`config.mk`:
```
export PLATFORM = sky130hd
export DESIGN_NAME = rr_arb4_ctrl
export DESIGN_NICKNAME = d
export VERILOG_FILES = /design/src/rtl/rr_arb_pkg.sv /design/src/rtl/decoder2to4_en.sv /design/src/rtl/rr_arb4_ctrl.sv
export SDC_FILE = /design/constraint.sdc
export NUM_CORES = 1
export LEC_CHECK = 0
export ABC_AREA = 1
export CORE_MARGIN = 3
export CORE_UTILIZATION = 50
export DETAILED_ROUTE_END_ITERATION = 8
export DONT_BUFFER_PORTS = 1
export PLACE_DENSITY = 0.63
export SLEW_MARGIN = 20
export SYNTH_ARGS = -nofsm -noshare
export SYNTH_HDL_FRONTEND = slang
export SYNTH_SLANG_ARGS = --single-unit
```
`constraint.sdc`:
```
create_clock -name clk -period 4 [get_ports clk]
set_input_delay 0.4 -clock clk [delete_from_list [all_inputs] [get_ports clk]]
set_output_delay 0.4 -clock clk [all_outputs]
set_load 0.02 [all_outputs]
```
`src/rtl/rr_arb_pkg.sv`:
```
// rtl/rr_arb_pkg.sv - shared constants and state type for the round-robin arbiter
package rr_arb_pkg;

   localparam int NREQ = 4;

   typedef enum logic {
      ST_IDLE  = 1'b0,
      ST_GRANT = 1'b1
   } state_t;

endpackage

```
`src/rtl/decoder2to4_en.sv`:
```
// rtl/decoder2to4_en.sv - enabled 2-to-4 one-hot decoder
module decoder2to4_en (
   input  logic       e,
   input  logic [1:0] a,
   output logic [3:0] y
);

   always_comb begin
      y = 4'b0000;
      if (e) y = 4'b0001 << a;
   end

endmodule

```
`src/rtl/rr_arb4_ctrl.sv`:
```
// rtl/rr_arb4_ctrl.sv - four-way round-robin arbiter with per-grant hold timeout
module rr_arb4_ctrl
   import rr_arb_pkg::*;
#(
   parameter int MAX_HOLD = 8,
   parameter int CNT_W    = 8
) (
   input  logic       clk,
   input  logic       rst_n,
   input  logic [3:0] req,
   output logic [3:0] gnt,
   output logic [1:0] gnt_idx,
   output logic       busy,
   output logic       timeout
);

   state_t             state, state_nxt;
   logic [1:0]         ptr, ptr_nxt;
   logic [CNT_W-1:0]   hold_cnt, cnt_nxt;
   logic [1:0]         idx_nxt;
   logic               en_nxt;
   logic               to_nxt;
   logic [3:0]         gnt_nxt;

   // Walk from the highest offset down so the lowest offset from p wins.
   function automatic logic [1:0] rr_pick(input logic [3:0] r, input logic [1:0] p);
      logic [1:0] idx;
      rr_pick = p;
      for (int k = NREQ - 1; k >= 0; k--) begin
         idx = p + 2'(k);
         if (r[idx]) rr_pick = idx;
      end
   endfunction

   always_comb begin
      state_nxt = state;
      ptr_nxt   = ptr;
      cnt_nxt   = hold_cnt;
      idx_nxt   = gnt_idx;
      en_nxt    = 1'b0;
      to_nxt    = 1'b0;
      case (state)
         ST_IDLE: begin
            if (|req) begin
               idx_nxt   = rr_pick(req, ptr);
               en_nxt    = 1'b1;
               cnt_nxt   = '0;
               state_nxt = ST_GRANT;
            end
         end
         ST_GRANT: begin
            // An owner dropping its request on the last hold cycle is a release, not a timeout.
            if (!req[gnt_idx] || hold_cnt == CNT_W'(MAX_HOLD - 1)) begin
               state_nxt = ST_IDLE;
               ptr_nxt   = gnt_idx + 2'd1;
               to_nxt    = req[gnt_idx];
            end else begin
               en_nxt  = 1'b1;
               cnt_nxt = hold_cnt + CNT_W'(1);
            end
         end
         default: state_nxt = ST_IDLE;
      endcase
   end

   decoder2to4_en u_dec (
      .e (en_nxt),
      .a (idx_nxt),
      .y (gnt_nxt)
   );

   always_ff @(posedge clk or negedge rst_n) begin
      if (!rst_n) begin
         state    <= ST_IDLE;
         ptr      <= 2'd0;
         hold_cnt <= '0;
         gnt_idx  <= 2'd0;
         gnt      <= 4'b0000;
         busy     <= 1'b0;
         timeout  <= 1'b0;
      end else begin
         state    <= state_nxt;
         ptr      <= ptr_nxt;
         hold_cnt <= cnt_nxt;
         gnt_idx  <= idx_nxt;
         gnt      <= gnt_nxt;
         busy     <= en_nxt;
         timeout  <= to_nxt;
      end
   end

endmodule

```
* Word-level counts from Yosys, hierarchy flattened
Cells that the tools add are included.
Cells by class: multiply operators 0, order comparisons 5, divide/modulo/power cells 0, muxes and demuxes 25, add/sub/neg operators 5, bitwise operators 1, reductions and logical operators 5, shift operators 1, equal/unequal tests 3
Operator list (number):
- 8-bit two-way mux | 2
- 8-bit case mux with 2 select lines | 1
- 2-bit by 3-bit less-than comparator with 1-bit output (second input constant) | 5
- 2-bit two-way mux | 6
- 1-bit binary-select mux with 2-bit select | 5
- 1-bit two-way mux | 9
- 8-bit by 1-bit adder with 8-bit output (second input constant) | 1
- 8-bit by 3-bit == test with 1-bit output (second input constant) | 1
- 2-bit by 1-bit adder with 2-bit output (second input constant) | 2
- 2-bit adder (second input constant) | 2
- 4-bit two-way mux | 1
- 2-bit != test (second input constant) | 2
- 2-bit AND reduction | 2
- 4-bit OR reduction | 1
- 1-bit by 2-bit left shift with 4-bit output (first input constant) | 1
- 1-bit case mux with 2 select lines | 1
- 1-bit zero test | 1
- 1-bit logical OR | 1
- 1-bit NOT | 1
Storage, ports and cells: memories kept 0, ROM bits 0, bits in registers 18, word-level logic and storage cells 51, latch bits 0, bits in writable memories 0

* Depth between registers and ports, before layout
depth in word-level cells 11, depth in mapped cells 13, mapped depth without buffers 13

* By module
A second synthesis with hierarchy kept.
Second synthesis, totals: cells, all modules 152, area total of the unflattened synthesis 1081.0 um^2
By module, submodules not included:
- rr_arb4_ctrl | cells an instance 144, times used 1, area an instance 1051.0 um^2
- decoder2to4_en | cells an instance 8, times used 1, area an instance 30.0 um^2

* Least setup slack after synthesis
OpenSTA, ideal clock, no wires.
path type register to register, start point register gnt_idx[0], end point register hold_cnt[3], path buffers 0, stages on the path, launching flop included 9, library setup time 123 ps, period minus slack after synthesis 1409 ps, data arrival time 1285 ps, required time 3877 ps, path slack 2591 ps, cell sequence dfrtp_1 -> a21oi_1 -> o21ai_0 -> nand2_1 -> nand3_2 -> nand2_2 -> nand2_1 -> o21ai_0 -> a21oi_1
Between the ends: word-level cells in the longest chain between the ends 6
RTL lines:
- from (decl) | line rr_arb4_ctrl.sv:12 | output logic [1:0] gnt_idx,
- from (signal assigned) | line rr_arb4_ctrl.sv:85 | gnt_idx <= idx_nxt;
- 1-bit binary-select mux with 2-bit select | line rr_arb4_ctrl.sv:53 | if (!req[gnt_idx] || hold_cnt == CNT_W'(MAX_HOLD - 1)) begin
- 1-bit two-way mux (not written as such) | line rr_arb4_ctrl.sv:53
- 1-bit zero test | line rr_arb4_ctrl.sv:53
- 1-bit logical OR | line rr_arb4_ctrl.sv:53
- 2-bit != test (no source line)
- 2-bit AND reduction (no source line)
- to (signal assigned) | line rr_arb4_ctrl.sv:84 | hold_cnt <= cnt_nxt;
- to (decl) | line rr_arb4_ctrl.sv:19 | logic [CNT_W-1:0] hold_cnt, cnt_nxt;
Every way passes these cells. The select of a mux whose other input is x is not followed. A chain may end at the register's enable or synchronous reset.

* Final worst setup path
Same ends and word-level chain as after synthesis.

==> results.txt <==
area share of the largest cell type after synthesis -> 42.35%
register cell area after layout -> 450.4 um2
initial DRC count -> 26
Max VDD drop -> 0.0004153 V
Worst setup EP type -> flip-flop
status -> complete, no violations
Post-synth ARST share -> 100.0%
total power -> 0.8409 mW
Initial Utilization -> 53.66%
WL met1 -> 1.064 mm
remaining antenna violation count -> 0
Layout Nets -> 157
RSZ-0062 raised after global routing -> false
vias in the first global route -> 746
global-route usage over all layers -> 16.73%
vias -> 891
Synthesized Nets -> 153
# IOs -> 14
Worst Hold Class -> input pin to flip-flop
Max-Cap Viols -> 0
Vias/cell -> 5.063
met3 WL -> 154 um
PwrDens -> 747.5 mW/mm2
area of the mapped netlist -> 0.001064 mm2
Leak Pwr -> 0.5579 nW
CORE AREA -> 0.001982 mm2
post-synth top area cell -> dfrtp_1
distinct cell type count after synthesis -> 24
final setup violation count -> 0
max layer used -> met4
skew final -> 0.001744 ns
pin count of the biggest net entering global routing -> 19
DR pass1 iterations -> 4
top cells by count, synth -> nand2_1, dfrtp_1, inv_1, nand3_1, nor2_1
std cell rows -> 16
Final Hold Vio Count -> 0
gate count after technology mapping -> 146
Filler cells -> 171
TNS Setup -> 0 ns
Num CTS Buffers -> 3
critical setup path kind -> flip-flop to flip-flop
Area contributors post-synth -> dfrtp_1, nand2_1, nand3_1, nand2_2, inv_1
Seq/Total Area, Yosys -> 42.35%
Syn. warnings -> 0
TritonCTS clock tree -> built
H-tree depth reported by CTS -> 1
final worst setup slack -> 2.258 ns
DP HPWL -> 1.578 mm
PortBufs -> 0
initial antenna violation count -> 0
number of clock sinks -> 18
worst-margin pin slew -> 0.8099 ns
Worst EP arrival -> 1.93 ns
Post-synth EDFFs -> 0
Max Transition Viols Final -> 0
CTS Root Buffer Type -> clkbuf_4
ANT cells -> 0
CP startpoint kind -> flip-flop
worst path required time -> 4.19 ns
Die H -> 52.12 um
clk_lat worst skew -> 0.29 ns
synthesis-stage register bit count -> 18
grt ovf -> 0
Mean Syn Cell Area -> 7.284 um2
fin crit period -> 1.742 ns
total wire length -> 2.063 mm
top-count cell post-synth -> nand2_1
pre-CTS setup slack -> 2.291 ns
deepest clock path buffer count -> 2
Slew HR -> 45.83%
worst-path maximum fanout -> 14
fraction of layout cells with a size suffix above 1 -> 14.09%
area growth from synthesis to layout -> 5.765%
Fmax -> 574.0 MHz
Die Width -> 52.12 um
final period utilization -> 43.55%
WL/cell -> 11.72 um
gpl congestion -> 0.8683
top_reg_cell synth -> dfrtp_1
first-pass GRT wire length -> 3.422 mm
multi-input logic area -> 515.5 um2
post-CTS setup buffers -> 0
Die Area -> 0.002716 mm2
Worst-path clk slew -> 0.10 ns
Met2 Wirelength -> 830 um
DRC Markers -> 0
==> metal layers <==
| metal | track usage (%) | up-vias |
|---|---|---|
| met5 | 0 | - |
| met4 | 5.240 | 0 |
| met3 | 3.725 | 2 |
| met2 | 20.92 | 29 |
| met1 | 27.36 | 385 |
| li1 | - | 475 |
==> repair_timing <==
action	CTS	global route
endpoints found under the hold margin	18	0
setup endpoints to repair	0	0
hold buffers	1	0
gates resized for setup	0	0
==> where the power goes <==
part / internal [mW] / switching (mW) / leakage (nW)
combinational: 0.135 / 0.263 / 0.301
clock: 0.0555 / 0.0562 / 0.0210
sequential: 0.231 / 0.101 / 0.236
==> critical path, cell delays in order (launching register included) <==
cell and delay (ns):
dfrtp_1 0.54, a21oi_1 0.19, o21ai_0 0.10, nand2_1 0.12
nand3_2 0.11, nand2_2 0.26, nand2_1 0.10, o21ai_0 0.16
a21oi_1 0.06
==> final timing paths <==
check | start | to | slack (ns) | cells past startpoint
max | gnt_idx[0] | hold_cnt[3] | 2.26 | 8
max in group asynchronous | rst_n | ptr[0] | 2.87 | 1
min | req[1] | hold_cnt[4] | 0.49 | 5
min reg2reg | hold_cnt[1] | hold_cnt[1] | 0.57 | 2
min in group asynchronous | rst_n | hold_cnt[4] | 0.63 | 1
max reg2reg | gnt_idx[0] | hold_cnt[3] | 2.26 | 8
==> registers in the layout, indices dropped and copies added (netlist names) <==
register,count
timeout,1
gnt,4
gnt_idx,2
ptr,2
state,1
hold_cnt,8
==> cells by family after synthesis <==
group / count (synthesis) / synth area share (%)
compound gates: 18 / 9.176
xor+xnor: 3 / 2.471
fa+ha+maj: 1 / 1.176
buf+inv: 23 / 9.177
flops: 18 / 42.35
simple gates: 83 / 35.65
==> metrics by stage <==
stage | std cells | instance area (um2) | hold slack (ns) | util, %
after floorplan | 146 | 1064 | 0.1044 | -
after global placement | 171 | 1079 | 0.1048 | 54.42
after detailed placement | 171 | 1079 | 0.1049 | 54.42
after CTS | 176 | 1125 | 0.4780 | 56.76
after global routing | 176 | 1125 | 0.5124 | 56.76
final | 176 | 1125 | 0.4877 | 56.76
==> layout make-up <==
| cell class | instances | area share, % |
|---|---|---|
| Multi-Input combinational cell | 105 | 45.83 |
| Clock buffer | 4 | 3.226 |
| Inverter | 21 | 7.008 |
| Sequential cell | 18 | 40.04 |
| Timing Repair Buffer | 1 | 0.8899 |
| Tap cell | 27 | 3.003 |
==> cells in the final DEF, fill, tap and decap left out <==
| cell | netlist | final |
|---|---|---|
| nand2_2 | 8 | 8 |
| a21oi_1 | 3 | 3 |
| ha_1 | 1 | 1 |
| nor3_1 | 4 | 4 |
| nand3_1 | 13 | 13 |
| or2_1 | 1 | 1 |
| o21ai_0 | 7 | 7 |
| clkbuf_4 | 0 | 3 |
| nand2_1 | 41 | 41 |
| a31oi_1 | 1 | 1 |
| o21ai_1 | 5 | 5 |
| o211ai_1 | 1 | 1 |
| o21ai_2 | 1 | 1 |
| clkbuf_8 | 0 | 1 |
| xnor2_1 | 1 | 1 |
| inv_1 | 13 | 13 |
| inv_2 | 6 | 6 |
| dfrtp_1 | 18 | 18 |
| nor3b_1 | 1 | 1 |
| nand4_1 | 3 | 3 |
| dlygate4sd3_1 | 0 | 1 |
| xor2_1 | 2 | 2 |
| clkinv_1 | 2 | 2 |
| nor2_1 | 10 | 10 |
| nand3_2 | 2 | 2 |
No activity file was read; power rests on OpenSTA's default activity.
